File: src/rtl/cpu_types_pkg.sv
// cpu_types_pkg: shared CPU types.
//   regbits_t  - register-file index (5 bits)
//   hzstate_t  - hazard controller sequencing state
package cpu_types_pkg;

    localparam int unsigned REG_W = 5;

    typedef logic [REG_W-1:0] regbits_t;

    typedef enum logic [1:0] {
        RUN    = 2'd0,
        DWAIT  = 2'd1,
        HALTED = 2'd2
    } hzstate_t;

endpackage

File: src/rtl/perf_counter.sv
// perf_counter: saturating event counter.
//   CLK, nRST  - clock, asynchronous active-low reset (clears count)
//   inc        - count this cycle
//   freeze     - hold the count regardless of inc
//   cnt        - current count, sticks at all-ones
module perf_counter #(
    parameter int unsigned CNT_W = 32
) (
    input  logic             CLK,
    input  logic             nRST,
    input  logic             inc,
    input  logic             freeze,
    output logic [CNT_W-1:0] cnt
);

    always_ff @(posedge CLK or negedge nRST) begin
        if (!nRST) begin
            cnt <= '0;
        end else if (inc && !freeze && (cnt != '1)) begin
            cnt <= cnt + CNT_W'(1);
        end
    end

endmodule

File: src/rtl/pipeline_hazard_ctrl.sv
// pipeline_hazard_ctrl: enable/flush sequencing for the five-stage pipeline.
//   Inputs : ihit, dhit, mem_dren/mem_dwen (EX/MEM access), ex_memread/ex_wsel
//            (ID/EX load), id_rs/id_rt/id_halt (IF/ID), ex_pcsrc, wb_halt.
//   Outputs: pc/ifid/idex/exmem/memwb enables, ifid/idex/memwb flushes,
//            halt and mem_timeout (registered), cyc/stall/flush counters.
module pipeline_hazard_ctrl
    import cpu_types_pkg::*;
#(
    parameter int unsigned CNT_W    = 32,
    parameter int unsigned WAIT_MAX = 1024
) (
    input  logic             CLK,
    input  logic             nRST,
    input  logic             ihit,
    input  logic             dhit,
    input  logic             mem_dren,
    input  logic             mem_dwen,
    input  logic             ex_memread,
    input  regbits_t         ex_wsel,
    input  regbits_t         id_rs,
    input  regbits_t         id_rt,
    input  logic             id_halt,
    input  logic             ex_pcsrc,
    input  logic             wb_halt,
    output logic             pc_en,
    output logic             ifid_en,
    output logic             idex_en,
    output logic             exmem_en,
    output logic             memwb_en,
    output logic             ifid_flush,
    output logic             idex_flush,
    output logic             memwb_flush,
    output logic             halt,
    output logic             mem_timeout,
    output logic [CNT_W-1:0] cyc_cnt,
    output logic [CNT_W-1:0] stall_cnt,
    output logic [CNT_W-1:0] flush_cnt
);

    localparam int unsigned WAIT_W = $clog2(WAIT_MAX + 1);

    hzstate_t          state, next_state;
    logic [WAIT_W-1:0] wait_cnt;
    logic              dstall;
    logic              load_use;
    logic              stall_ev;
    logic              flush_ev;
    logic              halted;

    assign halted = (state == HALTED);

    // Priority resolution; first matching rule wins.
    always_comb begin
        pc_en       = 1'b1;
        ifid_en     = 1'b1;
        idex_en     = 1'b1;
        exmem_en    = 1'b1;
        memwb_en    = 1'b1;
        ifid_flush  = 1'b0;
        idex_flush  = 1'b0;
        memwb_flush = 1'b0;
        stall_ev    = 1'b0;
        flush_ev    = 1'b0;
        next_state  = state;

        // A dhit in DWAIT satisfies the access, so DWAIT and RUN share the same rules.
        dstall   = (mem_dren | mem_dwen) & ~dhit;
        load_use = ex_memread && (ex_wsel != '0) && ((ex_wsel == id_rs) || (ex_wsel == id_rt));

        if (halted) begin
            pc_en    = 1'b0;
            ifid_en  = 1'b0;
            idex_en  = 1'b0;
            exmem_en = 1'b0;
            memwb_en = 1'b0;
            dstall   = 1'b0;
        end else begin
            next_state = dstall ? DWAIT : RUN;
            if (dstall) begin
                // Freeze everything upstream of MEM/WB; bubble into WB.
                pc_en       = 1'b0;
                ifid_en     = 1'b0;
                idex_en     = 1'b0;
                exmem_en    = 1'b0;
                memwb_flush = 1'b1;
                stall_ev    = 1'b1;
            end else if (load_use) begin
                pc_en      = 1'b0;
                ifid_en    = 1'b0;
                idex_flush = 1'b1;
                stall_ev   = 1'b1;
            end else if (ex_pcsrc) begin
                ifid_flush = 1'b1;
                idex_flush = 1'b1;
                flush_ev   = 1'b1;
            end else if (id_halt || !ihit) begin
                pc_en      = 1'b0;
                ifid_flush = 1'b1;
                stall_ev   = 1'b1;
            end
            if (wb_halt) begin
                next_state = HALTED;
            end
        end
    end

    // wait_cnt counts consecutive data-cache stall cycles, including the one that enters DWAIT.
    always_ff @(posedge CLK or negedge nRST) begin
        if (!nRST) begin
            state       <= RUN;
            wait_cnt    <= '0;
            halt        <= 1'b0;
            mem_timeout <= 1'b0;
        end else if (!halted) begin
            state <= next_state;
            if (wb_halt) begin
                halt <= 1'b1;
            end
            if (dstall) begin
                if (wait_cnt != WAIT_W'(WAIT_MAX)) begin
                    wait_cnt <= wait_cnt + WAIT_W'(1);
                end
                if (wait_cnt >= WAIT_W'(WAIT_MAX - 1)) begin
                    mem_timeout <= 1'b1;
                end
            end else begin
                wait_cnt <= '0;
            end
        end
    end

    perf_counter #(
        .CNT_W (CNT_W)
    ) u_cyc_cnt (
        .CLK    (CLK),
        .nRST   (nRST),
        .inc    (1'b1),
        .freeze (halted),
        .cnt    (cyc_cnt)
    );

    perf_counter #(
        .CNT_W (CNT_W)
    ) u_stall_cnt (
        .CLK    (CLK),
        .nRST   (nRST),
        .inc    (stall_ev),
        .freeze (halted),
        .cnt    (stall_cnt)
    );

    perf_counter #(
        .CNT_W (CNT_W)
    ) u_flush_cnt (
        .CLK    (CLK),
        .nRST   (nRST),
        .inc    (flush_ev),
        .freeze (halted),
        .cnt    (flush_cnt)
    );

endmodule

File: config.mk
export PLATFORM = sky130hd
export DESIGN_NAME = pipeline_hazard_ctrl
export DESIGN_NICKNAME = d
export VERILOG_FILES = /design/src/rtl/cpu_types_pkg.sv /design/src/rtl/perf_counter.sv /design/src/rtl/pipeline_hazard_ctrl.sv
export SDC_FILE = /design/constraint.sdc
export NUM_CORES = 1
export LEC_CHECK = 0
export CAP_MARGIN = 0
export CORE_UTILIZATION = 55
export DETAILED_ROUTE_END_ITERATION = 8
export GPL_TIMING_DRIVEN = 1
export HOLD_SLACK_MARGIN = 0.15
export PLACE_DENSITY = 0.9
export SYNTH_ARGS = -nofsm -noshare
export SYNTH_HDL_FRONTEND = slang
export SYNTH_HIERARCHICAL = 1
export SYNTH_SLANG_ARGS = --single-unit
File: constraint.sdc
create_clock -name CLK -period 3.5 [get_ports CLK]
set_input_delay 0.875 -clock CLK [delete_from_list [all_inputs] [get_ports CLK]]
set_output_delay 0.875 -clock CLK [all_outputs]
set_load 0.005 [all_outputs]
### After elaboration in Yosys (flattened, before gate mapping)

Cells that the tools add are included.

| operators by class | value |
|---|---|
| equality and inequality tests | 8 |
| multiplexer cells | 34 |
| add/subtract/negate cells | 4 |
| reductions and logical operators | 15 |
| bitwise operators | 4 |
| order comparisons | 1 |

Operator list:

| operator | number |
|---|---|
| 32-bit by 1-bit adder with 32-bit output, second input constant | 3 |
| 32-bit != test, second input constant | 3 |
| 1-bit 2-to-1 mux | 31 |
| 11-bit 2-to-1 mux | 2 |
| 11-bit by 1-bit adder with 11-bit output, second input constant | 1 |
| 11-bit by 10-bit >= comparator with 1-bit output, second input constant | 1 |
| 11-bit != test, second input constant | 1 |
| 5-bit == test | 2 |
| 1-bit logical AND | 7 |
| 5-bit nonzero test | 1 |
| 2-bit AND reduction | 2 |
| 3-bit AND reduction | 1 |
| 2-bit == test, second input constant | 1 |
| 1-bit logical NOT | 2 |
| 1-bit logical OR | 2 |
| 2-bit 2-to-1 mux | 1 |
| 2-bit by 1-bit != test with 1-bit output, second input constant | 1 |
| 1-bit NOT | 2 |
| 1-bit AND | 1 |
| 1-bit OR | 1 |

| storage, ports and cells | value |
|---|---|
| input bits | 25 |
| flip-flop bits (word level) | 111 |
| word-level logic and storage cells | 73 |
| output and inout bits | 106 |

### Longest topological paths before layout

Gate-level depths: netlist of run 1.

| logic depth | value |
|---|---|
| word-level depth | 9 |
| gate-level depth with buffers | 12 |
| mapped depth without buffers | 9 |

### Hierarchy

The synthesis of run 1 kept the hierarchy.

By module, submodules not included:

| module | instances | area each (um^2) | seq. area each (um^2) | cells an instance |
|---|---|---|---|---|
| perf_counter | 3 | 1,560.2 | 800.8 | 142 |
| pipeline_hazard_ctrl | 1 | 1,058.5 | 375.4 | 121 |

### Worst setup path before layout of run 1

No wires, ideal clock.

| timing path | value |
|---|---|
| path kind | input-to-reg |
| start | input ex_wsel[1] |
| end | register u_flush_cnt.cnt[23] |
| arrival time | 2,785 ps |
| setup time | 79 ps |
| stages | 7 |
| path buffers | 0 |
| data required time | 3,421 ps |
| setup slack | 636 ps |
| path through | or4_1 > o21a_2 > a21oi_1 > nor2b_1 > nand4_1 > nor4_1 > xor2_1 |

| between the ends | value |
|---|---|
| word-level cells in the longest chain between the ends | 8 |
| elaborated cells on any way between the ends | 11 |
| those cells by class | eq/ne: 2; mux: 3; reduce/logical: 6 |

RTL lines:

| what | RTL line | RTL |
|---|---|---|
| start: declaration | pipeline_hazard_ctrl.sv:19 | `input regbits_t ex_wsel,` |
| 5-bit == test / 5-bit nonzero test (equally long branches) | pipeline_hazard_ctrl.sv:68 | `load_use = ex_memread && (ex_wsel != '0) && ((ex_wsel == id_rs) \|\| (ex_wsel == id_rt));` |
| 1-bit logical OR / 1-bit logical AND (equally long branches) | pipeline_hazard_ctrl.sv:68 |  |
| 1-bit logical AND * | pipeline_hazard_ctrl.sv:68 |  |
| 1-bit 2-to-1 mux * | pipeline_hazard_ctrl.sv:87 | `end else if (load_use) begin` |
| 1-bit 2-to-1 mux * | pipeline_hazard_ctrl.sv:79 | `if (dstall) begin` |
| 1-bit 2-to-1 mux * | pipeline_hazard_ctrl.sv:70 | `if (halted) begin` |
| via flush_ev | pipeline_hazard_ctrl.sv:47 | `logic flush_ev;` |
| 1-bit logical AND * (2 in a row) | perf_counter.sv:19 | `end else if (inc && !freeze && (cnt != '1)) begin` |
| end signal: assignment | perf_counter.sv:20 | `cnt <= cnt + CNT_W'(1);` |
| end: declaration | perf_counter.sv:13 | `output logic [CNT_W-1:0] cnt` |

Mark *: on every way through the listed nets, which the timed path passes. The rest lies on a longest branch.
A chain may end at the register's enable or synchronous reset.

### Worst setup path after layout of run 1

| timing path | value |
|---|---|
| start | input ex_wsel[4] |
| end | output pc_en |

| between the ends | value |
|---|---|
| word-level cells in the longest chain between the ends | 6 |
| elaborated cells on any way between the ends | 9 |
| those cells by class | eq/ne: 2; mux: 3; reduce/logical: 4 |

RTL lines:

| what | RTL line | RTL |
|---|---|---|
| 5-bit == test / 5-bit nonzero test (equally long branches) | pipeline_hazard_ctrl.sv:68 |  |
| 1-bit logical OR / 1-bit logical AND (equally long branches) | pipeline_hazard_ctrl.sv:68 |  |
| 1-bit logical AND * | pipeline_hazard_ctrl.sv:68 |  |
| 1-bit 2-to-1 mux * | pipeline_hazard_ctrl.sv:87 |  |
| 1-bit 2-to-1 mux * | pipeline_hazard_ctrl.sv:79 |  |
| 1-bit 2-to-1 mux * | pipeline_hazard_ctrl.sv:70 |  |
| end: declaration | pipeline_hazard_ctrl.sv:25 | `output logic pc_en,` |

Every way passes the cells marked *; elsewhere a longest branch is shown, timed or not.

==> metrics.txt, run 1 <==
# TYPE chip_impl_metric gauge
chip_impl_info{name="result_of_the_run",value="complete, no violations"} 1
chip_impl_info{name="rr_endpoint",value="u_flush_cnt/cnt[21]$_DFFE_PN0P_"} 1
chip_impl_metric{name="synthDistinctLibCells",unit=""} 50
chip_impl_metric{name="floorplan.rows",unit=""} 36
chip_impl_metric{name="syn_inst",unit=""} 547
chip_impl_metric{name="grt_max_degree",unit=""} 64
chip_impl_info{name="final_common_cell",value="clkdlybuf4s50_1"} 1
chip_impl_metric{name="min_period",unit="ns"} 3.43
chip_impl_metric{name="clk_latency",unit="ns"} 0.38
chip_impl_info{name="dominantRegCellSynth",value="dfrtp_1"} 1
chip_impl_metric{name="numCtsBuffers",unit=""} 9
chip_impl_metric{name="max_stage_delay",unit="ns"} 0.46
chip_impl_metric{name="grt_pass1_vias",unit=""} 4950
chip_impl_info{name="most_used_cells_in_the_layout_excluding_fill_and_tap_cells",value="clkdlybuf4s50_1, dfrtp_1, xnor2_1"} 1
chip_impl_metric{name="finalCritPeriodShare",unit="%"} 97.9
chip_impl_metric{name="synth-edff-count",unit=""} 0
chip_impl_metric{name="swShare",unit="%"} 22.4
chip_impl_metric{name="dp_hpwl",unit="µm"} 10300
chip_impl_metric{name="worstPathArrival",unit="ns"} 2.55
chip_impl_metric{name="clkSlewWorstSetupHoldPaths",unit="ns"} 0.10
chip_impl_metric{name="vdd_drop_max",unit="mV"} 0.197
chip_impl_info{name="setup.worst_path.class",value="in -> out"} 1
chip_impl_metric{name="drive_gt1_share",unit="%"} 10.5
chip_impl_metric{name="cp_data_required_time",unit="ns"} 2.62
chip_impl_metric{name="pwr-share-seq",unit="%"} 57.2
chip_impl_metric{name="grt_use_total",unit="%"} 27.8
chip_impl_metric{name="finalSetupViolations",unit=""} 0
chip_impl_metric{name="achievable_freq",unit="MHz"} 292
chip_impl_metric{name="power_frac_clock",unit="%"} 37.6
chip_impl_metric{name="drt-pass1-iter-count",unit=""} 6
chip_impl_info{name="timing.critical_path.slowest_stage_cell",value="clkdlybuf4s50_1"} 1
chip_impl_metric{name="total_of_max_cap_violations",unit=""} 0
chip_impl_metric{name="final_util",unit="%"} 76.2
chip_impl_metric{name="fin_hold_ws",unit="ns"} 0.476
chip_impl_info{name="critPathLaunch",value="ex_wsel[4]"} 1
chip_impl_metric{name="n_fill_cell",unit=""} 673
chip_impl_metric{name="p_int",unit="µW"} 1760
chip_impl_metric{name="routabilityCongestion",unit=""} 0.872
chip_impl_metric{name="p_switching",unit="µW"} 509
chip_impl_metric{name="power-per-cell-area",unit="nW/µm²"} 299
chip_impl_metric{name="num-nets-final",unit=""} 729
chip_impl_info{name="critPathCaptureType",value="primary output"} 1
chip_impl_info{name="timing.critical_path.to",value="pc_en"} 1
chip_impl_metric{name="drt.antenna.violating_nets",unit=""} 0
chip_impl_info{name="ctsRootBufferMaster",value="clkbuf_8"} 1
chip_impl_metric{name="number_of_inserted_diodes",unit=""} 0
chip_impl_info{name="r2r-start",value="state[1]$_DFFE_PN0N_"} 1
chip_impl_metric{name="totalWireLength",unit="µm"} 14300
chip_impl_metric{name="h-tree-depth",unit=""} 3
chip_impl_metric{name="crit_path_max_fanout",unit=""} 4
chip_impl_metric{name="timing_worst_slew_pin_value",unit="ns"} 0.825
chip_impl_metric{name="skew",unit="ns"} 0.0126
chip_impl_info{name="cts_tree",value="yes"} 1
chip_impl_metric{name="ys_warn_count",unit=""} 6
chip_impl_metric{name="vias_per_cell",unit=""} 5.80
chip_impl_metric{name="reg2reg_depth",unit=""} 10
chip_impl_metric{name="timing.slew.headroom",unit="%"} 45.0
chip_impl_metric{name="global_route_wire_length_before_repair",unit="µm"} 24300
chip_impl_metric{name="p_leak",unit="µW"} 0.00325
chip_impl_metric{name="grt_remaining_overflow",unit=""} 0
chip_impl_metric{name="synthArstFlopShare",unit="%"} 100
chip_impl_metric{name="drt_first_iter_violations",unit=""} 210
chip_impl_metric{name="place.port_buffers",unit=""} 130
chip_impl_info{name="critPathLaunchType",value="input port"} 1
chip_impl_info{name="rsz0062_at_grt",value="no"} 1
chip_impl_metric{name="coreArea",unit="µm²"} 9950
chip_impl_metric{name="ys_ff_latch",unit=""} 111
chip_impl_metric{name="finish.cell_count_without_fillers",unit=""} 837
chip_impl_metric{name="setup.reg_to_reg.worst_slack",unit="ns"} 0.99
chip_impl_metric{name="postSynthAreaPerCell",unit="µm²"} 10.5
chip_impl_metric{name="syn_area",unit="µm²"} 5740
chip_impl_metric{name="area_growth_from_synthesis_to_final_layout",unit="%"} 32.1
chip_impl_metric{name="power.share.combinational",unit="%"} 5.1
chip_impl_info{name="holdCritPathClass",value="reg -> reg"} 1
chip_impl_metric{name="floorplan.die.width",unit="µm"} 104
chip_impl_metric{name="cts-root-to-sink-buffers",unit=""} 2
chip_impl_metric{name="place.detailed.instances",unit=""} 819
chip_impl_info{name="critical_path.cell_chain",value="clkdlybuf4s50_1, or4_4, o21a_4, buf_4, a21oi_2, clkdlybuf4s15_2"} 1
chip_impl_metric{name="worst_hold_path.num_cells",unit=""} 1
chip_impl_metric{name="seq_area_frac_synth",unit="%"} 48.4
chip_impl_metric{name="drc_errors",unit=""} 0
chip_impl_metric{name="floorplan.io_pins",unit=""} 131
chip_impl_metric{name="cts_num_sinks",unit=""} 111
chip_impl_metric{name="fin_total_pwr",unit="µW"} 2270
chip_impl_metric{name="avgRoutedWirePerCell",unit="µm"} 17.1
chip_impl_metric{name="die_y",unit="µm"} 104
chip_impl_metric{name="slew_viol_final",unit=""} 0
chip_impl_metric{name="start_util",unit="%"} 57.7
chip_impl_metric{name="num_vias",unit=""} 4851
chip_impl_metric{name="fin_tns_setup",unit="ns"} 0
chip_impl_metric{name="floorplan.die_area",unit="µm²"} 10800
chip_impl_metric{name="initial_antenna_violation_count",unit=""} 0
chip_impl_metric{name="final-hold-violation-count",unit=""} 0
## synth_stat cells, types with 4 or more instances
cell,instances,area share [%]
a21oi_1,9,0.78
and2_1,4,0.44
and3_1,20,2.2
and4_1,4,0.61
dfrtp_1,111,48
ha_1,5,1.1
inv_1,7,0.46
nand2_1,53,3.5
nand2b_1,7,0.76
nand3_1,39,3.4
nand4_1,53,5.8
nor2_1,17,1.1
nor2b_1,10,1.1
nor3_1,21,1.8
nor3_2,4,0.70
nor4_1,5,0.55
nor4_2,5,1.1
nor4b_1,5,0.76
o21ai_0,9,0.78
xnor2_1,67,10
xor2_1,36,5.5
## logic make-up (layout without fill, tap and decap cells)
logic type | Yosys count | count (layout) | synth area share, %
flops | 111 | 111 | 48.4
simple gates | 263 | 263 | 27.0
fa+ha+maj | 5 | 5 | 1.09
mux | 3 | 3 | 0.589
xor+xnor | 103 | 103 | 15.7
other cells | 1 | 2 | 0.0653
compound gates | 42 | 42 | 5.23
buf+inv | 19 | 175 | 1.90
## power groups by stage
| stage | clock (µW) | sequential (µW) | combinational [µW] |
|---|---|---|---|
| floorplan | 0 | 1320 | 33.3 |
| global placement | 0 | 1320 | 110 |
| detailed placement | 0 | 1320 | 114 |
| CTS | 865 | 1300 | 119 |
| global route | 916 | 1300 | 130 |
| finish | 854 | 1300 | 117 |
## state kept, by name, summed over array words and instances, names as in the netlist
register and count:
mem_timeout 1, u_flush_cnt/cnt 32, state 2, halt 1, wait_cnt 11, u_stall_cnt/cnt 32, u_cyc_cnt/cnt 32
## worst max-delay path: cells and delay by family
| kind | cells | cell delay (ns) |
|---|---|---|
| buffers and inverters | 3 | 0.83 |
| AO/OA/AOI/OAI | 2 | 0.38 |
| AND/OR/NAND/NOR | 1 | 0.46 |
## how the worst min path moves through the flow
stage                           startpoint                to  slack (ns)
final                     halt$_DFFE_PN0P_  halt$_DFFE_PN0P_        0.48
after global routing      halt$_DFFE_PN0P_  halt$_DFFE_PN0P_        0.50
after CTS                 halt$_DFFE_PN0P_  halt$_DFFE_PN0P_        0.48
after detailed placement  halt$_DFFE_PN0P_  halt$_DFFE_PN0P_        0.45
after global placement    halt$_DFFE_PN0P_  halt$_DFFE_PN0P_        0.45
after floorplan           halt$_DFFE_PN0P_  halt$_DFFE_PN0P_        0.45
## layer usage
| metal | vias to the layer above | routed length, µm | GRT usage (%) |
|---|---|---|---|
| li1 | 2266 | - | - |
| met1 | 2422 | 6040 | 35.0 |
| met2 | 142 | 7360 | 47.8 |
| met3 | 21 | 647 | 5.70 |
| met4 | 0 | 234 | 9.69 |
| met5 | - | 0 | 0 |
## layout make-up
cell class | count | area, µm² | area share [%]
Clock inverter | 3 | 47.5 | 0.627
Sequential cell | 111 | 2780 | 36.6
Tap cell | 133 | 166 | 2.19
Clock buffer | 13 | 179 | 2.36
Multi-Input combinational cell | 418 | 2880 | 38.0
Inverter | 7 | 26.3 | 0.347
Timing Repair Buffer | 152 | 1500 | 19.8
## metrics by stage
stage	setup WS, ns	cell area (µm²)
after detailed placement	-0.215	7310
after global routing	0.0501	7580
final	0.0738	7580
after global placement	-0.156	7310
after floorplan	0.636	5740
after CTS	0.0139	7580
## repair_timing
action	in CTS	in global routing
gates cloned	0	0
setup buffers	2	0
resized for setup	14	4
hold buffers	0	0
endpoints found under the setup margin	4	4
pin swaps	1	1
Note: power is estimated with default switching activity, not from simulation.
==> run 2: changes to the inputs <==
--- a/config.mk
+++ b/config.mk
@@ -6,11 +6,13 @@
 export NUM_CORES = 1
 export LEC_CHECK = 0
 export CAP_MARGIN = 0
-export CORE_UTILIZATION = 55
+export CORE_UTILIZATION = 51
+export CTS_CLUSTER_DIAMETER = 150
 export DETAILED_ROUTE_END_ITERATION = 8
 export GPL_TIMING_DRIVEN = 1
 export HOLD_SLACK_MARGIN = 0.15
-export PLACE_DENSITY = 0.9
+export PLACE_DENSITY = 0.85
+export SETUP_SLACK_MARGIN = 0.5
 export SYNTH_ARGS = -nofsm -noshare
 export SYNTH_HDL_FRONTEND = slang
 export SYNTH_HIERARCHICAL = 1
==> constraint.sdc (replaced) <==
create_clock -name CLK -period 3.6 [get_ports CLK]
set_input_delay 0.9 -clock CLK [delete_from_list [all_inputs] [get_ports CLK]]
set_output_delay 0.9 -clock CLK [all_outputs]
set_load 0.005 [all_outputs]
==> run 2 against run 1 <==
Net effect:
- core utilization shrank 6.0 points
- count of clock-buffer cells in the layout is the same
- first-iteration DRC count shrank 22%
- routed wire length is essentially flat
- clock power shrank 6.3%
- critical path depth shrank 1
- critical endpoint is now ifid_en
- die area grew 7.7%
==> metrics.txt, run 2 (synthesis gave the netlist of run 1 again) <==
# TYPE chip_impl_metric gauge
chip_impl_info{name="result_of_the_run",value="complete, no violations"} 1
chip_impl_metric{name="drt_first_iter_violations",unit=""} 163
chip_impl_metric{name="clk_latency",unit="ns"} 0.37
chip_impl_metric{name="grt_remaining_overflow",unit=""} 0
chip_impl_metric{name="final-hold-violation-count",unit=""} 0
chip_impl_metric{name="drc_errors",unit=""} 0
chip_impl_metric{name="routabilityCongestion",unit=""} 0.845
chip_impl_metric{name="timing_worst_slew_pin_value",unit="ns"} 0.778
chip_impl_info{name="cts_tree",value="yes"} 1
chip_impl_info{name="setup.worst_path.class",value="in -> out"} 1
chip_impl_info{name="rr_endpoint",value="u_cyc_cnt/cnt[1]$_DFFE_PN0P_"} 1
chip_impl_metric{name="total_of_max_cap_violations",unit=""} 0
chip_impl_metric{name="worst_hold_path.num_cells",unit=""} 1
chip_impl_info{name="path_delay_family",value="simple AND/OR/NAND/NOR gates"} 1
chip_impl_metric{name="timing.slew.headroom",unit="%"} 48.1
chip_impl_metric{name="skew",unit="ns"} 0.0104
chip_impl_metric{name="grt_use_total",unit="%"} 25.2
chip_impl_metric{name="coreArea",unit="µm²"} 10900
chip_impl_metric{name="cts_num_sinks",unit=""} 111
chip_impl_metric{name="start_util",unit="%"} 52.7
chip_impl_metric{name="min_period",unit="ns"} 3.08
chip_impl_metric{name="finish.cell_count_without_fillers",unit=""} 844
chip_impl_metric{name="setup.reg_to_reg.worst_slack",unit="ns"} 1.18
chip_impl_metric{name="crit_buf_inv",unit=""} 2
chip_impl_info{name="ctsRootBufferMaster",value="clkbuf_8"} 1
chip_impl_metric{name="drive_gt1_share",unit="%"} 12.5
chip_impl_metric{name="vdd_drop_max",unit="mV"} 0.223
chip_impl_metric{name="drt.antenna.violating_nets",unit=""} 0
chip_impl_metric{name="fin_hold_ws",unit="ns"} 0.460
chip_impl_info{name="reg.largest.list",value="u_cyc_cnt/cnt (32), u_flush_cnt/cnt (32), u_stall_cnt/cnt (32)"} 1
chip_impl_info{name="hold_path.startpoint",value="halt$_DFFE_PN0P_"} 1
chip_impl_metric{name="p_leak",unit="µW"} 0.00328
chip_impl_metric{name="number_of_inserted_diodes",unit=""} 0
chip_impl_metric{name="totalWireLength",unit="µm"} 14300
chip_impl_metric{name="cp_data_required_time",unit="ns"} 2.70
chip_impl_metric{name="h-tree-depth",unit=""} 3
chip_impl_metric{name="achievable_freq",unit="MHz"} 325
chip_impl_metric{name="initial_antenna_violation_count",unit=""} 0
chip_impl_metric{name="drt-pass1-iter-count",unit=""} 5
chip_impl_metric{name="grt_max_degree",unit=""} 62
chip_impl_metric{name="crit_path_max_fanout",unit=""} 5
chip_impl_metric{name="dp_hpwl",unit="µm"} 10100
chip_impl_metric{name="vias_per_cell",unit=""} 5.72
chip_impl_metric{name="finalSetupViolations",unit=""} 0
chip_impl_metric{name="reg2reg_depth",unit=""} 6
chip_impl_metric{name="floorplan.io_pins",unit=""} 131
chip_impl_metric{name="num-nets-final",unit=""} 730
chip_impl_info{name="critPathCaptureType",value="primary output"} 1
chip_impl_metric{name="floorplan.die_area",unit="µm²"} 11700
chip_impl_metric{name="die_y",unit="µm"} 108
chip_impl_info{name="r2r-start",value="state[1]$_DFFE_PN0N_"} 1
chip_impl_metric{name="num_vias",unit=""} 4830
chip_impl_metric{name="global_route_wire_length_before_repair",unit="µm"} 23100
chip_impl_info{name="final_common_cell",value="clkdlybuf4s50_1"} 1
chip_impl_info{name="rsz0062_at_grt",value="yes"} 1
chip_impl_metric{name="place.detailed.instances",unit=""} 821
chip_impl_metric{name="clkSlewWorstSetupHoldPaths",unit="ns"} 0.09
chip_impl_metric{name="max_stage_delay",unit="ns"} 0.54
chip_impl_metric{name="final_util",unit="%"} 70.1
chip_impl_metric{name="cts-root-to-sink-buffers",unit=""} 2
chip_impl_info{name="holdCritPathClass",value="reg -> reg"} 1
chip_impl_info{name="worst_hold_path.endpoint",value="halt$_DFFE_PN0P_"} 1
chip_impl_metric{name="avgRoutedWirePerCell",unit="µm"} 16.9
chip_impl_metric{name="slew_viol_final",unit=""} 0
chip_impl_metric{name="final.setup.worst_slack",unit="ns"} 0.524
chip_impl_metric{name="numCtsBuffers",unit=""} 9
chip_impl_info{name="critical_path.cell_chain",value="clkdlybuf4s15_1, or4_4, o21a_4, a21boi_1, buf_2"} 1
chip_impl_metric{name="grt_pass1_vias",unit=""} 4702
chip_impl_info{name="most_used_cells_in_the_layout_excluding_fill_and_tap_cells",value="clkdlybuf4s50_1, dfrtp_1, xnor2_1"} 1
chip_impl_metric{name="finalCritPeriodShare",unit="%"} 85.4
chip_impl_metric{name="place.port_buffers",unit=""} 130
chip_impl_metric{name="worstPathArrival",unit="ns"} 2.18
chip_impl_metric{name="n_fill_cell",unit=""} 817
chip_impl_metric{name="pre_cts_ws",unit="ns"} -0.116
chip_impl_metric{name="floorplan.rows",unit=""} 38
chip_impl_metric{name="floorplan.die.width",unit="µm"} 108
chip_impl_info{name="critPathLaunchType",value="input port"} 1
chip_impl_info{name="timing.critical_path.slowest_stage_cell",value="or4_4"} 1
chip_impl_metric{name="hold_buffers_post_cts",unit=""} 0
chip_impl_metric{name="area_growth_from_synthesis_to_final_layout",unit="%"} 33.1
chip_impl_metric{name="power-per-cell-area",unit="nW/µm²"} 286
## run 2: per-layer routing
| layer | track usage, % | vias to the layer above | share of wire [%] |
|---|---|---|---|
| met3 | 5.67 | 19 | 4.6 |
| li1 | - | 2269 | - |
| met5 | 0 | - | 0 |
| met2 | 43.6 | 137 | 52 |
| met4 | 7.93 | 0 | 1.3 |
| met1 | 31.2 | 2405 | 42 |
## run 2: area by class of cell
class                           instances  area, µm²  area share, %
Multi-Input combinational cell        418       2970           38.9
Clock inverter                          2       37.5          0.491
Timing Repair Buffer                  153       1470           19.2
Tap cell                              140        175           2.29
Sequential cell                       111       2780           36.4
Clock buffer                           13        179           2.34
Inverter                                7       26.3          0.344
## run 2: through the flow
stage	setup TNS, ns	power, µW	cell area (µm²)
4_1_cts	0	2200	7560
6_report	0	2180	7640
3_5_place_dp	-0.364	1390	7260
2_1_floorplan	0	1320	5740
3_3_place_gp	-0.0948	1390	7260
5_1_grt	0	2270	7640
## run 2: repair_timing
action	CTS	global route
buffers inserted	6	2
endpoints found under the setup margin	21	30
resized for setup	38	18
pin swaps	11	11
## run 2: power by group
group / leakage [µW] / internal, µW / switching, µW
Combinational: 0.00165 / 59.7 / 61.7
Sequential: 0.00153 / 1250 / 11.0
Clock: 0.000108 / 395 / 405
Total: 0.00328 / 1710 / 478
## run 2: worst max-delay path by stage
stage          startpoint                               to  slack [ns]  cells after the start
2_1_floorplan  ex_wsel[1]  u_flush_cnt/cnt[23]$_DFFE_PN0P_        0.71                      7
3_3_place_gp   ex_wsel[1]  u_flush_cnt/cnt[23]$_DFFE_PN0P_       -0.03                      9
3_5_place_dp   ex_wsel[1]                            pc_en       -0.12                      5
4_1_cts        ex_wsel[3]                            pc_en        0.49                      5
5_1_grt          id_rt[3]                       idex_flush        0.47                      6
6_report       ex_wsel[4]                          ifid_en        0.52                      5
==> run 3: changes to the inputs <==
--- a/config.mk
+++ b/config.mk
@@ -11,7 +11,7 @@
 export DETAILED_ROUTE_END_ITERATION = 8
 export GPL_TIMING_DRIVEN = 1
 export HOLD_SLACK_MARGIN = 0.15
-export PLACE_DENSITY = 0.85
+export PLACE_DENSITY = 0.8
 export SETUP_SLACK_MARGIN = 0.5
 export SYNTH_ARGS = -nofsm -noshare
 export SYNTH_HDL_FRONTEND = slang
==> run 3 against run 2 <==
Net effect:
- clock power is 4.4% higher
- combinational power hardly changed
- worst hold slack better by 0.0039 ns
- worst setup slack better by 0.030 ns
- highest routed layer unchanged
==> metrics.txt, run 3 (synthesis gave the netlist of run 1 again) <==
# TYPE chip_impl_metric gauge
chip_impl_metric{name="clk_latency",unit="ns"} 0.38
chip_impl_metric{name="clkSlewWorstSetupHoldPaths",unit="ns"} 0.10
chip_impl_metric{name="total_of_max_cap_violations",unit=""} 0
chip_impl_info{name="result_of_the_run",value="complete, no violations"} 1
chip_impl_metric{name="reg2reg_depth",unit=""} 11
chip_impl_metric{name="routabilityCongestion",unit=""} 0.858
chip_impl_metric{name="floorplan.die_area",unit="µm²"} 11700
chip_impl_metric{name="drive_gt1_share",unit="%"} 12.3
chip_impl_metric{name="fin_tns_setup",unit="ns"} 0
chip_impl_metric{name="p_leak",unit="µW"} 0.00332
chip_impl_metric{name="vdd_drop_max",unit="mV"} 0.153
chip_impl_info{name="setup.worst_path.class",value="in -> out"} 1
chip_impl_metric{name="cts-root-to-sink-buffers",unit=""} 2
chip_impl_info{name="path_delay_family",value="buffers and inverters"} 1
chip_impl_info{name="holdCritPathClass",value="reg -> reg"} 1
chip_impl_metric{name="num-nets-final",unit=""} 727
chip_impl_metric{name="cts_num_sinks",unit=""} 111
chip_impl_metric{name="power.share.combinational",unit="%"} 5.4
chip_impl_metric{name="crit_path_max_fanout",unit=""} 5
chip_impl_metric{name="swShare",unit="%"} 22.9
chip_impl_metric{name="num_vias",unit=""} 4807
chip_impl_metric{name="drc_errors",unit=""} 0
chip_impl_metric{name="achievable_freq",unit="MHz"} 328
chip_impl_metric{name="skew",unit="ns"} 0.0113
chip_impl_metric{name="n_fill_cell",unit=""} 866
chip_impl_info{name="ctsRootBufferMaster",value="clkbuf_8"} 1
chip_impl_metric{name="grt_max_degree",unit=""} 63
chip_impl_metric{name="power-per-cell-area",unit="nW/µm²"} 291
chip_impl_metric{name="number_of_inserted_diodes",unit=""} 0
chip_impl_metric{name="power_frac_clock",unit="%"} 37.7
chip_impl_metric{name="grt_pass1_vias",unit=""} 4592
chip_impl_info{name="rr_endpoint",value="u_flush_cnt/cnt[23]$_DFFE_PN0P_"} 1
chip_impl_metric{name="max_stage_delay",unit="ns"} 0.51
chip_impl_metric{name="worst_hold_path.num_cells",unit=""} 1
chip_impl_metric{name="drt-pass1-iter-count",unit=""} 5
chip_impl_metric{name="die_y",unit="µm"} 108
chip_impl_metric{name="timing_worst_slew_pin_value",unit="ns"} 0.806
chip_impl_metric{name="worstPathArrival",unit="ns"} 2.15
chip_impl_metric{name="p_int",unit="µW"} 1710
chip_impl_info{name="critPathLaunchType",value="input port"} 1
chip_impl_metric{name="grt_remaining_overflow",unit=""} 0
chip_impl_metric{name="avgRoutedWirePerCell",unit="µm"} 16.2
chip_impl_metric{name="pwr-share-seq",unit="%"} 56.9
chip_impl_info{name="hold_path.startpoint",value="halt$_DFFE_PN0P_"} 1
chip_impl_metric{name="h-tree-depth",unit=""} 3
chip_impl_metric{name="vias_per_cell",unit=""} 5.71
chip_impl_metric{name="global_route_wire_length_before_repair",unit="µm"} 22100
chip_impl_info{name="worst_hold_path.endpoint",value="halt$_DFFE_PN0P_"} 1
chip_impl_metric{name="timing.slew.headroom",unit="%"} 46.3
chip_impl_info{name="critPathCaptureType",value="primary output"} 1
chip_impl_metric{name="floorplan.rows",unit=""} 38
chip_impl_metric{name="initial_antenna_violation_count",unit=""} 0
chip_impl_info{name="cts_tree",value="yes"} 1
chip_impl_metric{name="finalCritPeriodShare",unit="%"} 84.6
chip_impl_metric{name="fin_area",unit="µm²"} 7610
chip_impl_metric{name="area_growth_from_synthesis_to_final_layout",unit="%"} 32.7
chip_impl_info{name="critical_path.cell_chain",value="dlygate4sd2_1, o21ba_4, nor2_4, buf_4, clkdlybuf4s50_1"} 1
chip_impl_metric{name="totalWireLength",unit="µm"} 13700
chip_impl_metric{name="hold_buffers_post_cts",unit=""} 0
chip_impl_metric{name="fin_total_pwr",unit="µW"} 2220
chip_impl_info{name="timing.critical_path.slowest_stage_cell",value="clkdlybuf4s50_1"} 1
chip_impl_metric{name="coreArea",unit="µm²"} 10900
chip_impl_metric{name="dp_hpwl",unit="µm"} 9870
chip_impl_metric{name="finalSetupViolations",unit=""} 0
chip_impl_metric{name="p_switching",unit="µW"} 508
chip_impl_metric{name="regArea",unit="µm²"} 2780
chip_impl_metric{name="final_util",unit="%"} 69.9
chip_impl_info{name="final_common_cell",value="dfrtp_1"} 1
chip_impl_metric{name="grt_use_total",unit="%"} 23.9
chip_impl_metric{name="floorplan.io_pins",unit=""} 131
chip_impl_metric{name="start_util",unit="%"} 52.7
chip_impl_metric{name="drt.antenna.violating_nets",unit=""} 0
chip_impl_metric{name="setup.reg_to_reg.worst_slack",unit="ns"} 1.11
chip_impl_metric{name="slew_viol_final",unit=""} 0
chip_impl_metric{name="postPlaceCellArea",unit="µm²"} 7280
chip_impl_metric{name="pre_cts_ws",unit="ns"} -0.0964
chip_impl_metric{name="drt_first_iter_violations",unit=""} 267
chip_impl_metric{name="cp_data_required_time",unit="ns"} 2.70
chip_impl_metric{name="place.port_buffers",unit=""} 130
chip_impl_metric{name="final-hold-violation-count",unit=""} 0
chip_impl_metric{name="multi_input_area",unit="µm²"} 2950
chip_impl_metric{name="numCtsBuffers",unit=""} 9
chip_impl_info{name="r2r-start",value="state[1]$_DFFE_PN0N_"} 1
chip_impl_metric{name="crit_buf_inv",unit=""} 3
chip_impl_metric{name="min_period",unit="ns"} 3.05
chip_impl_info{name="reg.largest.list",value="u_cyc_cnt/cnt (32), u_flush_cnt/cnt (32), u_stall_cnt/cnt (32)"} 1
chip_impl_info{name="rsz0062_at_grt",value="no"} 1
chip_impl_info{name="most_used_cells_in_the_layout_excluding_fill_and_tap_cells",value="dfrtp_1, clkdlybuf4s50_1, xnor2_1"} 1
chip_impl_metric{name="floorplan.die.width",unit="µm"} 108
chip_impl_metric{name="final.setup.worst_slack",unit="ns"} 0.554
## run 3: cell count changes in the layout (fill, tap and decap cells not counted), sizes merged, moves of 3 or more
cell	previous run	this run
buf	28	25
clkinv	0	3
dlymetal6s2s	2	6
clkdlybuf4s50	114	107
## run 3: power by group through the flow
stage	registers (µW)	logic (µW)	clock network, µW
floorplan	1280	32.3	0
global placement	1290	105	0
detailed placement	1290	109	0
CTS	1260	117	850
global route	1260	131	897
finish	1260	120	835
## run 3: worst reg2reg max path, delay by kind of cell (launching register included)
family / cells / cell delay, ns
xor gates and xnor gates: 1 / 0.18
DFF: 1 / 0.39
and+or+nand+nor: 6 / 1.21
AOI/OAI and AO/OA: 1 / 0.22
buffers and inverters: 3 / 0.43
## run 3: area by class of cell
| cell class | instances | area share [%] |
|---|---|---|
| flip-flops and latches | 111 | 36.5 |
| clock inverters | 6 | 1.23 |
| repair buffers | 150 | 19.2 |
| clock buffers | 10 | 1.68 |
| inverters | 7 | 0.345 |
| well taps | 140 | 2.30 |
| multi-input cells | 418 | 38.7 |
## run 3: per-layer routing
layer	vias up	routed length [µm]	GRT usage (%)
met1	2383	6030	31.5
met2	139	6880	39.7
met5	-	0	0
li1	2271	-	-
met3	14	617	4.22
met4	0	151	7.93
## run 3: worst max path at each step
stage / from / to / slack, ns / cells past startpoint
CTS: id_rs[4] / pc_en / 0.49 / 8
global placement: ex_wsel[1] / ifid_flush / -0.06 / 5
global route: ex_wsel[1] / u_flush_cnt/cnt[23]$_DFFE_PN0P_ / 0.50 / 10
detailed placement: ex_wsel[1] / ifid_en / -0.1 / 5
floorplan: ex_wsel[1] / u_flush_cnt/cnt[23]$_DFFE_PN0P_ / 0.71 / 7
finish: mem_dren / exmem_en / 0.55 / 5
## run 3: what timing repair did
action / CTS / global route
setup buffers: 6 / 0
pin swaps: 12 / 12
endpoints found under the setup margin: 14 / 10
hold endpoints to repair: 0 / 0
gates resized for setup: 44 / 18
## run 3: metrics by stage
step,hold slack [ns],cells
final,0.464,842
after global routing,0.501,842
after CTS,0.467,842
after detailed placement,0.443,820
after global placement,0.438,820
after floorplan,0.451,548
